**config.mk**
```make
export PLATFORM = sky130hd
export DESIGN_NAME = core_mem_arbiter
export DESIGN_NICKNAME = d
export VERILOG_FILES = /design/src/rtl/core_mem_arbiter.sv
export SDC_FILE = /design/constraint.sdc
export NUM_CORES = 1
export LEC_CHECK = 0
export CORE_MARGIN = 1
export CORE_UTILIZATION = 44
export DETAILED_ROUTE_END_ITERATION = 7
export GPL_TIMING_DRIVEN = 0
export HOLD_SLACK_MARGIN = 0.1
export PLACE_DENSITY_LB_ADDON = 0.2
export SLEW_MARGIN = 15
export SYNTH_ARGS = -nofsm -noshare
export SYNTH_HDL_FRONTEND = slang
export SYNTH_SLANG_ARGS = --single-unit
```
**constraint.sdc**
```tcl
create_clock -name CLK -period 6.9 [get_ports CLK]
set_input_delay 0.69 -clock CLK [delete_from_list [all_inputs] [get_ports CLK]]
set_output_delay 0.69 -clock CLK [all_outputs]
set_load 0.02 [all_outputs]
```
**src/rtl/core_mem_arbiter.sv**
```systemverilog
// Arbitrates one external memory port between instruction fetch and the data stage; D has fixed priority.
// Latency: grant on the request edge, M_REQ the cycle after, DONE the cycle after M_ACK (best case 2 cycles).
// Backpressure: requesters hold REQ until DONE; the bus stalls via M_ACK and a timeout bounds the wait.
module core_mem_arbiter #(
   parameter int AW             = 32,
   parameter int DW             = 32,
   parameter int TIMEOUT_CYCLES = 255
) (
   input  logic              CLK,
   input  logic              RST,
   // instruction fetch side
   input  logic              I_REQ,
   input  logic [AW-1:0]     I_ADDR,
   input  logic              I_FLUSH,
   output logic [DW-1:0]     I_RDATA,
   output logic              HCU_IMEM_DONE,
   output logic              HCU_IMEM_BUSY,
   // data stage side
   input  logic              D_REQ,
   input  logic              D_WE,
   input  logic [AW-1:0]     D_ADDR,
   input  logic [DW-1:0]     D_WDATA,
   input  logic [DW/8-1:0]   D_WSTRB,
   output logic [DW-1:0]     D_RDATA,
   output logic              D_DONE,
   output logic              HCU_DMEM_BUSY,
   // external memory bus
   output logic              M_REQ,
   output logic              M_WE,
   output logic [AW-1:0]     M_ADDR,
   output logic [DW-1:0]     M_WDATA,
   output logic [DW/8-1:0]   M_WSTRB,
   input  logic [DW-1:0]     M_RDATA,
   input  logic              M_ACK,
   output logic              ERR_TIMEOUT
);

   localparam int SW     = DW / 8;
   localparam int CW_RAW = $clog2(TIMEOUT_CYCLES + 1);
   localparam int CW     = (CW_RAW < 8) ? 8 : CW_RAW;
   // Counter value seen during the last permitted M_REQ cycle.
   localparam logic [CW-1:0] CNT_LAST = CW'(TIMEOUT_CYCLES - 1);

   typedef enum logic [1:0] {
      IDLE  = 2'd0,
      I_ACC = 2'd1,
      D_ACC = 2'd2
   } state_t;

   state_t          state_q;
   logic            m_req_q;
   logic            m_we_q;
   logic [AW-1:0]   m_addr_q;
   logic [DW-1:0]   m_wdata_q;
   logic [SW-1:0]   m_wstrb_q;
   logic [DW-1:0]   i_rdata_q;
   logic [DW-1:0]   d_rdata_q;
   logic            i_done_q;
   logic            d_done_q;
   logic            err_q;
   logic            drop_q;
   logic [CW-1:0]   cnt_q;

   // Access finishes on ack, or on timeout when no ack arrives (ack wins a tie).
   logic            acc_end;
   logic            fetch_cancelled;
   assign acc_end         = M_ACK || (cnt_q == CNT_LAST);
   assign fetch_cancelled = drop_q || I_FLUSH;

   // Arbitration, bus sequencing, completion pulses and timeout tracking.
   always_ff @(posedge CLK or posedge RST) begin
      if (RST) begin
         state_q   <= IDLE;
         m_req_q   <= 1'b0;
         m_we_q    <= 1'b0;
         m_addr_q  <= '0;
         m_wdata_q <= '0;
         m_wstrb_q <= '0;
         i_rdata_q <= '0;
         d_rdata_q <= '0;
         i_done_q  <= 1'b0;
         d_done_q  <= 1'b0;
         err_q     <= 1'b0;
         drop_q    <= 1'b0;
         cnt_q     <= '0;
      end else begin
         i_done_q <= 1'b0;
         d_done_q <= 1'b0;
         case (state_q)
            IDLE: begin
               drop_q <= 1'b0;
               // A requester whose DONE is showing this cycle is not re-granted yet.
               if (D_REQ && !d_done_q) begin
                  state_q   <= D_ACC;
                  m_req_q   <= 1'b1;
                  m_we_q    <= D_WE;
                  m_addr_q  <= D_ADDR;
                  m_wdata_q <= D_WDATA;
                  m_wstrb_q <= D_WE ? D_WSTRB : '0;
                  cnt_q     <= '0;
               end else if (I_REQ && !I_FLUSH && !i_done_q) begin
                  state_q   <= I_ACC;
                  m_req_q   <= 1'b1;
                  m_we_q    <= 1'b0;
                  m_addr_q  <= I_ADDR;
                  m_wdata_q <= '0;
                  m_wstrb_q <= '0;
                  cnt_q     <= '0;
               end
            end
            I_ACC, D_ACC: begin
               // A flushed fetch still runs to completion on the bus; only its result is discarded.
               if (state_q == I_ACC && I_FLUSH) begin
                  drop_q <= 1'b1;
               end
               if (acc_end) begin
                  state_q <= IDLE;
                  m_req_q <= 1'b0;
                  if (!M_ACK) begin
                     err_q <= 1'b1;
                  end
                  if (state_q == D_ACC) begin
                     d_done_q  <= 1'b1;
                     d_rdata_q <= (M_ACK && !m_we_q) ? M_RDATA : '0;
                  end else if (!fetch_cancelled) begin
                     i_done_q  <= 1'b1;
                     i_rdata_q <= M_ACK ? M_RDATA : '0;
                  end
               end else begin
                  cnt_q <= cnt_q + CW'(1);
               end
            end
            default: begin
               state_q <= IDLE;
               m_req_q <= 1'b0;
            end
         endcase
      end
   end

   assign M_REQ         = m_req_q;
   assign M_WE          = m_we_q;
   assign M_ADDR        = m_addr_q;
   assign M_WDATA       = m_wdata_q;
   assign M_WSTRB       = m_wstrb_q;
   assign I_RDATA       = i_rdata_q;
   assign D_RDATA       = d_rdata_q;
   assign HCU_IMEM_DONE = i_done_q;
   assign D_DONE        = d_done_q;
   assign ERR_TIMEOUT   = err_q;
   assign HCU_IMEM_BUSY = I_REQ & ~i_done_q;
   assign HCU_DMEM_BUSY = D_REQ & ~d_done_q;

endmodule

```
==> impl_metrics.yaml <==
run_status:
  status: "complete, no violations"
run:
  cap_violations: 0
pwr:
  power_mw: 4.42
  peakVddDrop_uv: 250
  leakage_nw: 4.25
  powerDensity_nw_per_um2: 464
critical_path:
  endpoint_kind: "output pin"
  worstPathArrival_ps: 2520
  worst-r2r-cell-count: 6
  critical_path.startpoint: "D_REQ"
  cp-start-kind: "input port"
  regToRegStartpoint: "state_q[1]"
  crit_required_ps: 6210
  worst-setup-path-type: "in -> out"
  path_max_fanout: 10
synthesis:
  synthTopCellsByArea: "dfrtp_1 (63%), a22o_1 (14%), mux2i_1 (5.4%)"
  ys.warnings.count: 0
  syn_nets: 598
  synthCells: 454
  synth_cell_type_count: 43
  syn_area_um2: 5920
  syn_area_per_cell_um2: 13.0
  synthDominantCellAreaShare: 0.626
  yosysTopAreaCell: "dfrtp_1"
  ys_ff_latch: 148
  seq_area_frac_synth: 0.626
routing:
  num_vias: 4929
  vias_per_cell: 5.24
  drt-initial-drc-count: 181
  post_drt_wl_per_cell_um: 18.1
  wl_mm: 17.0
  first_pass_iters: 4
  postRouteAntennaNets: 0
  drc: 0
place:
  dp_hpwl_mm: 12.6
  gp_congestion: 0.802
  numPortBuffers: 277
  dpl_cell_area_um2: 8950
finish:
  syn2layout_area_growth_pct: 60.7
  regArea_um2: 3700
  finish.instance_area_um2: 9520
  final_nets: 895
  fillers: 951
  final_core_util: 0.721
  diodes: 0
  multiInputGateArea_um2: 1970
  drive_above_1_share: 0.0929
global_routing:
  grt_first_pass_wirelength_mm: 28.3
  gr-total-overflow: 0
  track_usage: 0.262
  grt_max_degree: 76
  antenna_found_initial: 0
  grt_pass1_vias: 5407
sta:
  clock.fmax_ghz: 0.312
  worstMarginPinSlew_ps: 512
  setup_violations: 0
  fin_crit_sh: 0.465
  fin_tns_setup_ps: 0
  finClkSkew_ps: 7.84
  period_minus_slack_ps: 3210
  rsz0062_at_grt: "no"
  hold_viol: 0
  relSlewSlack: 0.659
  slew_viol_final: 0
clocking:
  cts_hold_buf: 0
  cts.sinks: 148
  cts_inserted_buffers: 17
  root_buffer: "clkbuf_16"
  clkTransAtPathRegs_ps: 60
  insertion_delay_ps: 420
  htreeDepth: 4
  cts_setup_buffers: 0
  cts_resized: 0
  cts_tree: "yes"
  clockBufferDepth: 2
die:
  die_area_um2: 13900
  start_util: 0.449
  std_cell_rows: 42
  core-area_um2: 13200
  die_w_um: 118
  io_pins: 278
  chipHeight_um: 118
hold_path:
  hold_start: "ERR_TIMEOUT"
  worstHoldPathCells: 1
  min_path_type: "reg -> reg"
[registers in the layout, indices dropped and copies added, names as in the netlist]
register       count
D_DONE             1
D_RDATA           32
ERR_TIMEOUT        1
HCU_IMEM_DONE      1
I_RDATA           32
M_ADDR            32
M_REQ              1
M_WDATA           32
M_WE               1
M_WSTRB            4
cnt_q              8
drop_q             1
state_q            2
[layer usage]
| layer | wire, um | track usage | vias up |
|---|---|---|---|
| met5 | 0 | 0 | - |
| met4 | 604 | 0.126 | 0 |
| met3 | 1230 | 0.0819 | 45 |
| met2 | 8490 | 0.433 | 204 |
| met1 | 6650 | 0.309 | 2408 |
| li1 | - | - | 2272 |
[synthesized netlist by cell type]
| cell type | instances |
|---|---|
| a21o_1 | 2 |
| a21oi_1 | 4 |
| a21oi_2 | 1 |
| a22o_1 | 98 |
| a31oi_1 | 6 |
| a32o_1 | 4 |
| and2_1 | 2 |
| and4b_1 | 1 |
| buf_1 | 1 |
| buf_2 | 18 |
| buf_4 | 8 |
| buf_6 | 3 |
| clkbuf_1 | 5 |
| dfrtp_1 | 148 |
| ha_1 | 5 |
| inv_1 | 10 |
| mux2_4 | 1 |
| mux2i_1 | 32 |
| nand2_1 | 34 |
| nand2b_1 | 2 |
| nand3_1 | 6 |
| nand3_2 | 1 |
| nand4_1 | 1 |
| nand4_2 | 1 |
| nor2_1 | 3 |
| nor2_4 | 1 |
| nor2b_1 | 3 |
| nor2b_2 | 1 |
| nor3_1 | 2 |
| nor3b_1 | 1 |
| nor3b_2 | 1 |
| nor4b_2 | 1 |
| o211ai_1 | 2 |
| o211ai_4 | 1 |
| o21a_1 | 1 |
| o21ai_0 | 35 |
| o21ai_1 | 1 |
| o21ai_2 | 2 |
| o2bb2ai_1 | 1 |
| o31a_1 | 1 |
| or2_0 | 1 |
| or3_1 | 1 |
| or4_1 | 1 |
[power by group]
group / switching, mW / internal [mW] / total, mW / leakage (nW)
registers: 0.232 / 1.24 / 1.47 / 1.88
logic: 1.05 / 1.03 / 2.07 / 2.10
clock network: 0.340 / 0.532 / 0.872 / 0.268
[area by class of cell]
class	count	share of cell area
Timing Repair Buffer	278	0.294
Sequential cell	148	0.389
Inverter	10	0.00473
Multi-Input combinational cell	261	0.207
Buffer	35	0.0217
Clock buffer	24	0.0517
Clock inverter	8	0.00789
Tap cell	176	0.0231
[stage by stage]
| step | instances | hold slack, ps | setup slack, ps |
|---|---|---|---|
| 3_5_place_dp | 908 | 460 | 3670 |
| 4_1_cts | 940 | 473 | 3670 |
| 3_3_place_gp | 907 | 452 | 482 |
| 2_1_floorplan | 454 | 471 | 2230 |
| 5_1_grt | 940 | 500 | 3610 |
| 6_report | 940 | 470 | 3690 |
[worst paths after layout]
check | endpoint | slack, ps
max in group asynchronous | M_WDATA[12] | 5440
min in group asynchronous | M_WDATA[26] | 730
min | ERR_TIMEOUT | 470
min reg2reg | ERR_TIMEOUT | 470
max reg2reg | cnt_q[1] | 4930
max | HCU_DMEM_BUSY | 3690
[cells by family after synthesis]
kind of cell,count (synthesis),synth area share
compound gates,159,0.209
flops,148,0.626
simple gates,64,0.0568
buf+inv,45,0.0412
mux,33,0.0566
fa+ha+maj,5,0.0106
[worst max-delay path, stage by stage]
cell and delay [ps]:
clkdlybuf4s50_1 440, nor2b_1 200, buf_4 230, buf_2 300, clkdlybuf4s50_1 650
[cells in the final DEF, fill, tap and decap left out, types with 2 or more instances in the layout]
| cell | count |
|---|---|
| inv_1 | 9 |
| a21oi_1 | 4 |
| clkdlybuf4s50_1 | 277 |
| a31oi_1 | 6 |
| nand2_1 | 34 |
| nand3_1 | 6 |
| buf_6 | 3 |
| o21ai_2 | 2 |
| clkinv_2 | 3 |
| clkbuf_8 | 4 |
| nor3_1 | 2 |
| buf_2 | 18 |
| nor2b_1 | 3 |
| buf_4 | 8 |
| a32o_1 | 4 |
| nor2_1 | 3 |
| o21ai_0 | 35 |
| clkinvlp_4 | 4 |
| dfrtp_1 | 148 |
| o211ai_1 | 2 |
| clkbuf_1 | 8 |
| ha_1 | 5 |
| clkbuf_16 | 17 |
| and2_1 | 2 |
| nand2b_1 | 2 |
| mux2i_1 | 32 |
| a22o_1 | 98 |
| a21o_1 | 2 |
Power figures use the tool's default switching activity.
==> variant 1, RTL diff (config.mk and constraints unchanged) <==
Re-encode `state_t` (3 states) as one-hot, 3 bits wide.
--- a/src/rtl/core_mem_arbiter.sv
+++ b/src/rtl/core_mem_arbiter.sv
@@ -42,8 +42,8 @@
    localparam logic [CW-1:0] CNT_LAST = CW'(TIMEOUT_CYCLES - 1);
 
-   typedef enum logic [1:0] {
-      IDLE  = 2'd0,
-      I_ACC = 2'd1,
-      D_ACC = 2'd2
+   typedef enum logic [2:0] {
+      IDLE  = 3'b001,
+      I_ACC = 3'b010,
+      D_ACC = 3'b100
    } state_t;
 
Formal check against the unedited RTL: same outputs for any inputs over 4 cycles, from zero or initial values and one cycle with RST high; so few cycles prove little.
==> variant 1 against the original RTL <==
  * Total power grew 0.78%
  * Synthesized area grew 3.1%
  * First-iteration DRC count up 20%
  * Worst setup slack worse by 0.19 ns
  * Synthesized cell count increased by 14%
  * Largest power group unchanged
  * Critical endpoint unchanged
  * Sequential cell count grew 1
  * Design area is 2.9% higher
  * Routed wire length grew 5.0%
==> variant 1: results <==
group,metric,value,unit
routing,drt-total-wl,17.83,mm
global_route,grt_antenna_before_repair,0,
global_route,groute.layer.met2.usage,0.4516,
global_route,first_global_vias,5636,
run_status,result_of_the_run,"completed",
worst_setup_path,critical-path-max-stage-delay,0.73,ns
timing,finClkSkew,0.01042,ns
final_layout,share_of_final_layout_standard_cells_stronger_than_drive_strength_1,0.05818,
final_layout,nets,954,
synthesis,synth.net_count,657,
routing,routedLengthMet1,6.881,mm
synthesis,yosys_warnings,0,
placed_design,place.gp.congestion,0.8431,
synthesis,yosysSeqAreaShare,0.6112,
global_route,grt_max_degree,83,
placed_design,numPlacedInstances,970,
global_route,grt.met3_usage,0.07082,
worst_setup_path,regToRegSetupSlack,4.63,ns
routing,initialDrtViolationCount,218,
worst_setup_path,cp.arrival,2.71,ns
routing,dr_wl_met3,1.062,mm
power,p_leak,4.539,nW
routing,wl_met2,9.231,mm
worst_setup_path,r2r_end,"M_WDATA[19]",
global_route,globalRouteMet1Util,0.2931,
worst_setup_path,worst_flop_to_flop_path_startpoint,"state_q[0]",
routing,topRoutingLayerUsed,"met4",
final_layout,fillerInstances,934,
synthesis,synth_cell_type_count,39,
timing,worst-slew-pin-transition,0.8175,ns
synthesis,yosys-top-cells-area,"sky130_fd_sc_hd__dfrtp_1 61%, sky130_fd_sc_hd__mux2i_1 10%, sky130_fd_sc_hd__a22o_1 9.3%, sky130_fd_sc_hd__nand2_1 4.2%, sky130_fd_sc_hd__o21ai_0 3.1%",
routing,wl_per_cell,17.82,um
synthesis,synthTopCellsByCount,"148 x sky130_fd_sc_hd__dfrtp_1, 69 x sky130_fd_sc_hd__nand2_1, 65 x sky130_fd_sc_hd__a22o_1, 64 x sky130_fd_sc_hd__mux2i_1, 41 x sky130_fd_sc_hd__inv_1",
[variant 1: kinds of logic (layout without fill, tap and decap cells)]
group           after synthesis  count (layout)  synth area share
flops                       149             149            0.6112
compound gates              126             126            0.1523
simple gates                 97              97           0.06992
buf+inv                      76             385           0.05413
mux                          65              65            0.1068
fa+ha+maj                     2               2          0.004100
xor+xnor                      1               1          0.001436
[variant 1: layout make-up]
class / count / share of cell area
Multi-Input combinational cell: 291 / 0.2086
Inverter: 42 / 0.01687
Sequential cell: 149 / 0.3811
Tap cell: 176 / 0.02250
Buffer: 34 / 0.01764
Timing Repair Buffer: 278 / 0.2861
Clock buffer: 23 / 0.04985
Clock inverter: 8 / 0.01738
[variant 1: worst max path at each step]
stage / from / endpoint / cells past startpoint
after floorplan: RST / D_DONE / 1
after global placement: RST / M_WDATA[10] / 2
after detailed placement: D_REQ / HCU_DMEM_BUSY / 5
after CTS: D_REQ / HCU_DMEM_BUSY / 5
after global routing: D_REQ / HCU_DMEM_BUSY / 5
final: D_REQ / HCU_DMEM_BUSY / 5
[variant 1: where the power goes]
group / leakage (nW) / switching (mW) / internal [mW] / total (mW)
Sequential: 1.93 / 0.222 / 1.24 / 1.46
Combinational: 2.29 / 1.01 / 0.955 / 1.97
Clock: 0.315 / 0.342 / 0.678 / 1.02
[variant 1: metrics by stage]
stage                 util  hold slack (ns)  power (mW)  worst slack, ns
finish              0.7304           0.4744       4.452            3.502
global route        0.7304           0.4801       4.668            3.382
CTS                 0.7304           0.4739       4.489            3.497
detailed placement  0.6813           0.4517       3.442            3.512
global placement    0.6787           0.4470       3.379           0.3901
floorplan                -           0.4506       2.432            2.204
==> variant 2, RTL diff (same settings) <==
Made on the original files. Change the parameter `DW` from 32 to 40.
--- a/src/rtl/core_mem_arbiter.sv
+++ b/src/rtl/core_mem_arbiter.sv
@@ -4,5 +4,5 @@
 module core_mem_arbiter #(
    parameter int AW             = 32,
-   parameter int DW             = 32,
+   parameter int DW             = 40,
    parameter int TIMEOUT_CYCLES = 255
 ) (
Interface: changed (7 resized); port bits go from 278 to 320. No check against the original RTL was run, so the function may have changed too.
==> variant 2 against the original RTL <==
  * Sequential cell count increased by 25
  * Largest power group unchanged
  * Clock power increased by 14%
  * Worst setup slack got worse by 0.18 ns
  * Design area increased by 13%
  * Worst hold slack got worse by 0.0068 ns
  * Count of clock-buffer cells in the layout decreased by 3
  * The flow now finishes with violations (design-rule violations)
  * Register-to-register slack got worse by 0.08 ns
  * Total power increased by 16%
  * Synthesized area increased by 13%
  * Critical path type unchanged
  * Routed wire length increased by 26%
==> variant 2: results <==
group,metric,value,unit
run_status,violations,"design-rule violations",
placed_design,place.gp.congestion,0.8386,
synthesis,yosysSeqAreaShare,0.6449,
final_layout,nets,1010,
routing,drt-total-wl,21.35,mm
power,ir_drop,258.7,uV
synthesis,synth_cell_type_count,39,
global_route,grt_first_pass_wirelength,33.18,mm
routing,drt_pass1_iterations,8,
routing,drcViolationCount,23,
synthesis,post_synth_fa_ha_maj_area_fraction,0.009320,
placed_design,dp_hpwl,15.63,mm
final_layout,fillerInstances,1007,
synthesis,muxShareOfSynthArea,0.05144,
synthesis,synth_compound_area_frac,0.2151,
routing,detailroute.via_count,5681,
synthesis,synth.net_count,671,
global_route,grt_antenna_before_repair,3,
run_status,result_of_the_run,"finished with violations",
synthesis,yosys-top-cells-area,"sky130_fd_sc_hd__dfrtp_1 64%, sky130_fd_sc_hd__a22o_1 16%, sky130_fd_sc_hd__mux2i_1 4.9%, sky130_fd_sc_hd__o21ai_0 2.5%, sky130_fd_sc_hd__nand2_1 2.1%",
global_route,groute.layer.met2.usage,0.4546,
timing,finClkSkew,0.005196,ns
global_route,gr-usage-all-layers,0.2756,
global_route,globalRouteMet1Util,0.3291,
global_route,grt.met3_usage,0.08558,
global_route,grt_max_degree,88,
power,netSwitchingPower,1.886,mW
-- variant 2: changes by cell type after synthesis, sizes merged, moves of 2 or more --
cell    before  now
a21oi        5    2
a22o        98  122
and3         0    2
buf         30   26
clkbuf       5   15
dfrtp      148  173
nand2       34   38
nand3        7    4
o211ai       3    1
-- variant 2: worst paths after layout --
path	endpoint	slack [ns]	cells past startpoint
hold / removal	ERR_TIMEOUT	0.46	1
max in group asynchronous	I_RDATA[8]	5.29	3
min in group asynchronous	M_WDATA[14]	0.78	2
hold reg to reg	ERR_TIMEOUT	0.46	1
setup reg to reg	I_RDATA[36]	4.85	6
setup / recovery	HCU_DMEM_BUSY	3.51	5
-- variant 2: power groups by stage --
stage               Sequential, mW  Clock, mW  Combinational, mW
floorplan                     2.19          0              0.728
global placement              1.69          0               2.38
detailed placement            1.71          0               2.43
CTS                           1.70       1.01               2.45
global route                  1.76       1.05               2.57
finish                        1.71      0.990               2.43
-- variant 2: layout make-up --
type / count / area share
Clock buffer: 21 / 0.04451
Clock inverter: 10 / 0.01263
Buffer: 41 / 0.01750
Multi-Input combinational cell: 287 / 0.2002
Sequential cell: 173 / 0.4010
Tap cell: 184 / 0.02133
Inverter: 9 / 0.003825
Timing Repair Buffer: 320 / 0.2983
Antenna cell: 3 / 0.0006954
-- variant 2: metrics by stage --
stage	util	setup slack (ns)	cells	TNS, ns	instance area (um2)
after global placement	0.6896	-0.4229	1013	-70.80	10140
after floorplan	-	1.522	510	0	6713
final	0.7344	3.514	1048	0	10800
after global routing	0.7344	3.434	1048	0	10800
after detailed placement	0.6919	3.472	1014	0	10170
after CTS	0.7339	3.471	1045	0	10790
-- variant 2: metal layers --
layer  up-vias  wire length (um)
li1       2580                 -
met1      2818              8321
met2       241             10370
met3        42              1960
met4         0               696
met5         -                 0
